File: src/rtl/multicycle_seq.sv
// Multicycle instruction sequencer: walks each instruction through FETCH/DECODE/EXEC/MEM/WB
// and generates the datapath enables, memory handshakes, timeout error and retire count.
module multicycle_seq #(
  parameter int MEM_TIMEOUT = 16,
  parameter int CNT_W       = 32
) (
  input  logic             clk,
  input  logic             reset,
  input  logic             halt,
  input  logic [1:0]       op_class,
  input  logic             zero,
  output logic             imem_req,
  input  logic             imem_ack,
  output logic             ir_we,
  output logic             alu_en,
  output logic             dmem_req,
  output logic             dmem_we,
  input  logic             dmem_ack,
  output logic             wrt_en,
  output logic             pc_we,
  output logic             pc_sel,
  output logic             err,
  output logic [2:0]       state_o,
  output logic [CNT_W-1:0] retired
);

  typedef enum logic [2:0] {
    S_HALTED = 3'd0,
    S_FETCH  = 3'd1,
    S_DECODE = 3'd2,
    S_EXEC   = 3'd3,
    S_MEM    = 3'd4,
    S_WB     = 3'd5,
    S_ERROR  = 3'd6
  } state_t;

  typedef enum logic [1:0] {
    OP_ALU    = 2'b00,
    OP_LOAD   = 2'b01,
    OP_STORE  = 2'b10,
    OP_BRANCH = 2'b11
  } op_t;

  typedef struct packed {
    logic imem_req;
    logic ir_we;
    logic alu_en;
    logic dmem_req;
    logic dmem_we;
    logic wrt_en;
    logic pc_we;
    logic pc_sel;
  } strb_t;

  state_t     state, state_nxt;
  op_t        op_q;
  logic [7:0] wait_cnt;
  logic       wait_exp;
  strb_t      strb;

  // Last permitted wait cycle: no ack here means the counter would reach MEM_TIMEOUT.
  always_comb wait_exp = (wait_cnt == 8'(MEM_TIMEOUT - 1));

  always_comb begin
    strb      = '0;
    state_nxt = state;
    case (state)
      S_HALTED: if (!halt) state_nxt = S_FETCH;
      S_FETCH: begin
        strb.imem_req = 1'b1;
        if (imem_ack) begin
          strb.ir_we = 1'b1;
          state_nxt  = S_DECODE;
        end else if (wait_exp) begin
          state_nxt = S_ERROR;
        end
      end
      S_DECODE: state_nxt = S_EXEC;
      S_EXEC: begin
        strb.alu_en = 1'b1;
        case (op_q)
          OP_ALU:            state_nxt = S_WB;
          OP_LOAD, OP_STORE: state_nxt = S_MEM;
          default: begin
            strb.pc_we  = 1'b1;
            strb.pc_sel = zero;
          end
        endcase
      end
      S_MEM: begin
        strb.dmem_req = 1'b1;
        strb.dmem_we  = (op_q == OP_STORE);
        if (dmem_ack) begin
          if (op_q == OP_STORE) strb.pc_we = 1'b1;
          else                  state_nxt  = S_WB;
        end else if (wait_exp) begin
          state_nxt = S_ERROR;
        end
      end
      S_WB: begin
        strb.wrt_en = 1'b1;
        strb.pc_we  = 1'b1;
      end
      S_ERROR: state_nxt = S_ERROR;
      default: state_nxt = S_ERROR;
    endcase
    // Every pc_we marks the instruction boundary, where halt is honoured.
    if (strb.pc_we) state_nxt = halt ? S_HALTED : S_FETCH;
    // Strobes are killed combinationally so a reset mid-request issues nothing.
    if (reset) strb = '0;
  end

  always_ff @(posedge clk) begin
    if (reset) begin
      state    <= S_HALTED;
      op_q     <= OP_ALU;
      wait_cnt <= '0;
      err      <= 1'b0;
      retired  <= '0;
    end else begin
      state <= state_nxt;
      if (state == S_DECODE) op_q <= op_t'(op_class);
      if (state_nxt != state)
        wait_cnt <= '0;
      else if (state == S_FETCH || state == S_MEM)
        wait_cnt <= wait_cnt + 8'd1;
      if (state_nxt == S_ERROR) err <= 1'b1;
      retired <= retired + CNT_W'(strb.pc_we);
    end
  end

  assign imem_req = strb.imem_req;
  assign ir_we    = strb.ir_we;
  assign alu_en   = strb.alu_en;
  assign dmem_req = strb.dmem_req;
  assign dmem_we  = strb.dmem_we;
  assign wrt_en   = strb.wrt_en;
  assign pc_we    = strb.pc_we;
  assign pc_sel   = strb.pc_sel;
  assign state_o  = state;

endmodule

File: config.mk
export PLATFORM = sky130hd
export DESIGN_NAME = multicycle_seq
export DESIGN_NICKNAME = d
export VERILOG_FILES = /design/src/rtl/multicycle_seq.sv
export SDC_FILE = /design/constraint.sdc
export NUM_CORES = 1
export LEC_CHECK = 0
export CAP_MARGIN = 0
export CELL_PAD_IN_SITES_DETAIL_PLACEMENT = 1
export CELL_PAD_IN_SITES_GLOBAL_PLACEMENT = 1
export CORE_ASPECT_RATIO = 0.6
export CORE_UTILIZATION = 33
export DETAILED_ROUTE_END_ITERATION = 8
export PLACE_DENSITY = 0.81
export SLEW_MARGIN = 20
export SYNTH_ARGS = -nofsm -noshare
export SYNTH_HDL_FRONTEND = slang
export SYNTH_SLANG_ARGS = --single-unit
File: constraint.sdc
create_clock -name clk -period 2.74 [get_ports clk]
set_input_delay 0.548 -clock clk [delete_from_list [all_inputs] [get_ports clk]]
set_output_delay 0.548 -clock clk [all_outputs]
set_load 0.02 [all_outputs]
==> results.toml, run 1 <==
[routing]
drcViolationCount = 0
drtIter0Drc = 133
drtPass1Iterations = 4
vias = 2240
routedWlPerCell_um = 15.7
avgViaCountPerCell = 5.16
routed_wl_um = 6800
ant_nets = 0

[clock_network]
clkLatencyLatePin_ns = 0.28
cts_buffers = 5
clk_pin_slew_ns = 0.06
tritoncts = "done"
ctsHtreeMaxLevel = 2
numClockSinks = 46
cts.path.max_buffers = 2
holdBufCountCts = 0
clockRootBuffer = "clkbuf_16"

[setup_path]
slowest_stage = "clkdlybuf4s50_1"
critPathArrivalTime_ns = 2.12
cp_max_fo = 3
cp_top_family = "buffers and inverters"
critPathRequiredTime_ns = 2.19
worstSetupPathType = "input pin to primary output"
critPathBufInv = 3
timing.critical_path.cells = "clkdlybuf4s50_1 -> nand2b_1 -> nor2_1 -> buf_4 -> clkdlybuf4s50_1"
max_stage_delay_ns = 0.59
cp-end-kind = "primary output"
cp-start-kind = "input pin"
rrSetupSlack_ns = 0.20
timing.critical_path.mode_cell = "clkdlybuf4s50_1"

[yosys]
synth_edf_count = 0
seq_area_frac_synth = 0.402
synth_cell_types = 48
syn_inst = 272
syn_area_per_cell_um2 = 8.42
ys.flop_type = "dfxtp_1"
yosys_warnings = 0
syn_nets = 283
synth_area_mm2 = 0.00229
ys_ff_latch = 46
ys_async_sr_fraction = 0

[floorplanning]
num_rows = 23
io_pins = 52
fp.dieW_um = 110
die_height_um = 66.5
start_util = 0.343
dieArea_mm2 = 0.00729
core-area_mm2 = 0.00668

[worst_hold_path]
hold_class = "flip-flop to flip-flop"

[global_route]
grt_max_degree = 23
grt_pass1_vias = 2139
antenna_found_initial = 0
grt_overflow = 0
grt_use_total = 0.197
grt_pass1_wl_um = 10800

[finish]
drive_gt1_frac = 0.150
nNetsFinal = 357
syn_to_final_growth_pct = 43.7
final_util = 0.493
n_antenna_cell = 0
fillCellCount = 805
postLayoutCellArea_mm2 = 0.00329

[sta]
finalCritPeriodShare = 0.975
setup_violations = 0
worstMarginPinSlew_ns = 0.446
post-route-min-period_ns = 2.67
setup_tns_ns = 0
hold_viol = 0
rsz0062_at_grt = "false"
fmax_ghz = 0.374
setup_slack_ns = 0.0695
fin_skew_ns = 0.00501
slew_viol_final = 0
slew_headroom = 0.703

[placement]
post-dp-hpwl_um = 4810
place_ws_ns = -0.421
place_congestion = 0.860
portBuffers = 51
placed_cell_area_mm2 = 0.00302

[pwr]
p_leak_nw = 1.19
p_per_area_mw_per_mm2 = 469
power_mw = 1.54
ir_drop_v = 0.000207

[status]
status = "finished clean"

[job]
drv_cap = 0
==> flip-flops by register name, summed over array words and instances, names as in the netlist <==
name	flops
retired	32
err	1
op_q	2
wait_cnt	8
state_o	3
==> worst register-to-register path: cells and delay by family, from the launching register on <==
family	cells	cell delay (ns)
AOI/OAI and AO/OA	1	0.20
xor gates and xnor gates	1	0.21
adders and majority gates	1	0.17
buffers and inverters	2	0.26
DFF	1	0.41
and+or+nand+nor	6	1.18
==> where the power goes <==
| part | switching, mW | total (mW) | internal (mW) |
|---|---|---|---|
| registers | 0.00845 | 0.687 | 0.678 |
| logic | 0.112 | 0.185 | 0.0733 |
| clock network | 0.241 | 0.672 | 0.431 |
| total | 0.362 | 1.54 | 1.18 |
==> cells by family (layout without fill, tap and decap cells) <==
logic type	Yosys count	count (layout)	share of synthesized area
compound gates	44	44	0.113
flops	46	46	0.402
simple gates	130	131	0.313
fa+ha+maj	3	3	0.0164
mux	1	1	0.00437
xor+xnor	30	30	0.115
buf+inv	18	92	0.0361
==> cell usage after synthesis, types with 8 or more instances <==
cell type / instances / area share
nand3_1: 14 / 0.031
nor4_1: 10 / 0.027
nand2_1: 18 / 0.030
or3_1: 9 / 0.025
nor2_1: 31 / 0.051
o21ai_0: 14 / 0.031
dfxtp_1: 46 / 0.40
a21oi_1: 15 / 0.033
nand4_1: 12 / 0.033
nor2b_1: 8 / 0.022
xor2_1: 19 / 0.073
xnor2_1: 11 / 0.042
==> path summary, 6_finish.rpt <==
kind | endpoint | startpoint | cells after the start
setup / recovery | alu_en | reset | 5
hold / removal | err | err | 2
setup reg to reg | retired[19] | state_o[2] | 11
hold reg to reg | err | err | 2
==> routing by layer <==
metal,GRT usage,up-vias,share of wire,wire length (um)
li1,-,1115,-,-
met4,0.0600,0,0.011,74
met2,0.293,58,0.43,2920
met1,0.286,1060,0.51,3470
met5,0,-,0,0
met3,0.0352,7,0.049,334
==> cell usage in the layout, fill, tap and decap left out, types with 3 or more instances in the layout <==
cell / instances
nand2_1: 18
buf_4: 28
xor2_1: 19
and3_1: 7
inv_1: 6
dfxtp_1: 44
nor3_1: 4
nand4_1: 12
nor4_1: 10
or3_1: 8
nand3_1: 13
xnor2_1: 11
clkbuf_16: 5
o21ai_0: 10
clkdlybuf4s50_1: 45
o21ai_1: 5
nor3b_1: 3
nor2b_1: 7
a21oi_1: 14
dlygate4sd2_1: 3
nor2_1: 30
==> area by class of cell <==
| class | instances | area [um2] | share of cell area |
|---|---|---|---|
| clock buffers | 7 | 133 | 0.0403 |
| clock inverters | 1 | 30.0 | 0.00913 |
| multi-input cells | 209 | 1360 | 0.414 |
| well taps | 87 | 109 | 0.0331 |
| repair buffers | 78 | 712 | 0.216 |
| inverters | 6 | 22.5 | 0.00684 |
| flip-flops and latches | 46 | 923 | 0.281 |
==> through the flow <==
stage / instances / hold slack, ns
2_1_floorplan: 272 / 0.516
3_3_place_gp: 419 / 0.455
3_5_place_dp: 419 / 0.467
4_1_cts: 432 / 0.493
5_1_grt: 434 / 0.531
6_report: 434 / 0.483
==> repair_timing <==
item	CTS	global route
gates resized for setup	17	4
gates cloned	1	0
setup endpoints to repair	22	23
buffers inserted	4	2
pin swaps	6	4
Power figures use the tool's default switching activity.
==> run 2, diff against run 1 <==
GPL_ROUTABILITY_DRIVEN = 0   (was not set)
==> results of run 2 <==
Same layout as run 1: the final DEF is identical, and so are final timing and power.
==> run 3, diff against run 2 <==
RECOVER_POWER = 100   (was not set)
==> run 3 against run 2 <==
Net effect:
- combinational power decreased by 2%
- via count increased by 0.54%
- sequential share of layout area increased by 0.37 points
- register-to-register slack got worse by 0.02 ns
==> results.toml, run 3 (synthesis gave the netlist of run 1 again) <==
[sta]
finalCritPeriodShare = 0.976
worstMarginPinSlew_ns = 0.401
rsz0062_at_grt = "false"
hold_viol = 0
fin_skew_ns = 0.00504
post-route-min-period_ns = 2.67
setup_violations = 0
slew_viol_final = 0
fmax_ghz = 0.374
slew_headroom = 0.729

[floorplanning]
start_util = 0.343
io_pins = 52
die_height_um = 66.5
core-area_mm2 = 0.00668
num_rows = 23
fp.dieW_um = 110
dieArea_mm2 = 0.00729

[finish]
largest_reg_flops = 32
n_antenna_cell = 0
layout_common_cells = "44 x dfxtp_1, 38 x dlygate4sd3_1, 30 x nor2_1"
final_common_cell = "dfxtp_1"
syn_to_final_growth_pct = 41.9
fin_cells = 434
largest_register = "retired"
fillCellCount = 815
nNetsFinal = 357
postLayoutCellArea_mm2 = 0.00325
drive_gt1_frac = 0.135

[pwr]
p_seq_frac = 0.445
ir_drop_v = 0.000207
switching_share = 0.236
p_leak_nw = 1.29
power_frac_comb = 0.118
p_per_area_mw_per_mm2 = 475
p_switching_mw = 0.363
clkPwrFrac = 0.437
p_int_mw = 1.18

[routing]
drtIter0Drc = 126
drtPass1Iterations = 4
drcViolationCount = 0
routed_wl_um = 6820
routedWlPerCell_um = 15.7
ant_nets = 0
avgViaCountPerCell = 5.19
vias = 2252

[setup_path]
max_stage_delay_ns = 0.59
cp_max_fo = 3
critPathArrivalTime_ns = 2.13
timing.critical_path.mode_cell = "clkdlybuf4s50_1"
cp-end-kind = "primary output"
slowest_stage = "clkdlybuf4s50_1"
critPathRequiredTime_ns = 2.19
cp_top_family = "buffers and inverters"
critPathBufInv = 3
cp-start-kind = "input pin"
worstSetupPathType = "input pin to primary output"
timing.critical_path.cells = "clkdlybuf4s50_1 -> nand2b_1 -> nor2_1 -> buf_4 -> clkdlybuf4s50_1"

[global_route]
grt_pass1_wl_um = 10800
grt_pass1_vias = 2139
antenna_found_initial = 0
grt_max_degree = 23
grt_overflow = 0
grt_use_total = 0.197

[clock_network]
tritoncts = "done"
cts_buffers = 5
numClockSinks = 46
ctsHtreeMaxLevel = 2
cts.path.max_buffers = 2
clockRootBuffer = "clkbuf_16"
holdBufCountCts = 0
clkLatencyLatePin_ns = 0.28
clk_pin_slew_ns = 0.06

[status]
status = "finished clean"

[placement]
post-dp-hpwl_um = 4810
dp.cells = 419
placed_cell_area_mm2 = 0.00302
portBuffers = 51

[worst_hold_path]
hold_class = "flip-flop to flip-flop"

[job]
drv_cap = 0
## run 3: changes by cell type in the layout (fill, tap and decap cells not counted), moves of 4 or more
cell / change
clkdlybuf4s50_1: -38
buf_4: -9
clkbuf_4: +5
clkbuf_1: +4
dlygate4sd3_1: +38
## run 3: worst paths after layout
| path | from | end | slack (ns) | depth (start not counted) |
|---|---|---|---|---|
| max | reset | alu_en | 0.07 | 5 |
| min | err | err | 0.48 | 2 |
| max reg2reg | state_o[2] | retired[10] | 0.18 | 12 |
| min reg2reg | err | err | 0.48 | 2 |
## run 3: per-stage QoR
step | utilization | hold WS, ns | total power [mW] | setup TNS [ns] | worst slack (ns)
detailed placement | 0.452 | 0.467 | 0.885 | -8.03 | -0.421
floorplan | - | 0.516 | 0.817 | 0 | 0.0152
global route | 0.487 | 0.528 | 1.60 | 0 | 0.00529
CTS | 0.490 | 0.493 | 1.56 | -0.00119 | -0.00119
global placement | 0.452 | 0.455 | 0.882 | -4.69 | -0.313
finish | 0.487 | 0.476 | 1.54 | 0 | 0.0661
## run 3: power by group through the flow
| stage | Combinational, mW | Clock [mW] | Sequential (mW) |
|---|---|---|---|
| floorplan | 0.109 | 0 | 0.708 |
| global placement | 0.181 | 0 | 0.701 |
| detailed placement | 0.184 | 0 | 0.701 |
| CTS | 0.185 | 0.687 | 0.687 |
| global route | 0.197 | 0.716 | 0.688 |
| finish | 0.181 | 0.674 | 0.686 |
## run 3: worst register-to-register path: stages (launching register included)
cell and delay (ns):
dfxtp_2 0.41, nor2b_1 0.33, a21o_1 0.20, nor2b_4 0.18, ha_4 0.16, ha_1 0.22, nand3_4 0.13, nor2_4 0.14
buf_4 0.11, clkbuf_1 0.22, nand4_1 0.15, xor2_1 0.15, nor2_1 0.06
## run 3: layer usage
metal	up-vias	global-route usage	share of wire
met3	7	0.0352	0.059
met1	1071	0.286	0.50
met2	61	0.293	0.42
met4	0	0.0600	0.011
li1	1113	-	-
met5	-	0	0
## run 3: area by class of cell
class,count,area (um2),share of cell area
inverter,6,22.5,0.00693
sequential,46,923,0.284
multi-input combinational,209,1340,0.413
clock buffer,7,133,0.0408
tap,87,109,0.0335
clock inverter,1,30.0,0.00924
timing repair buffer,78,689,0.212
## run 3: timing repair
item,CTS,global route
endpoints found under the setup margin,22,23
resized for setup,17,4
buffers inserted,4,2
pin swaps,6,4
gates cloned,1,0
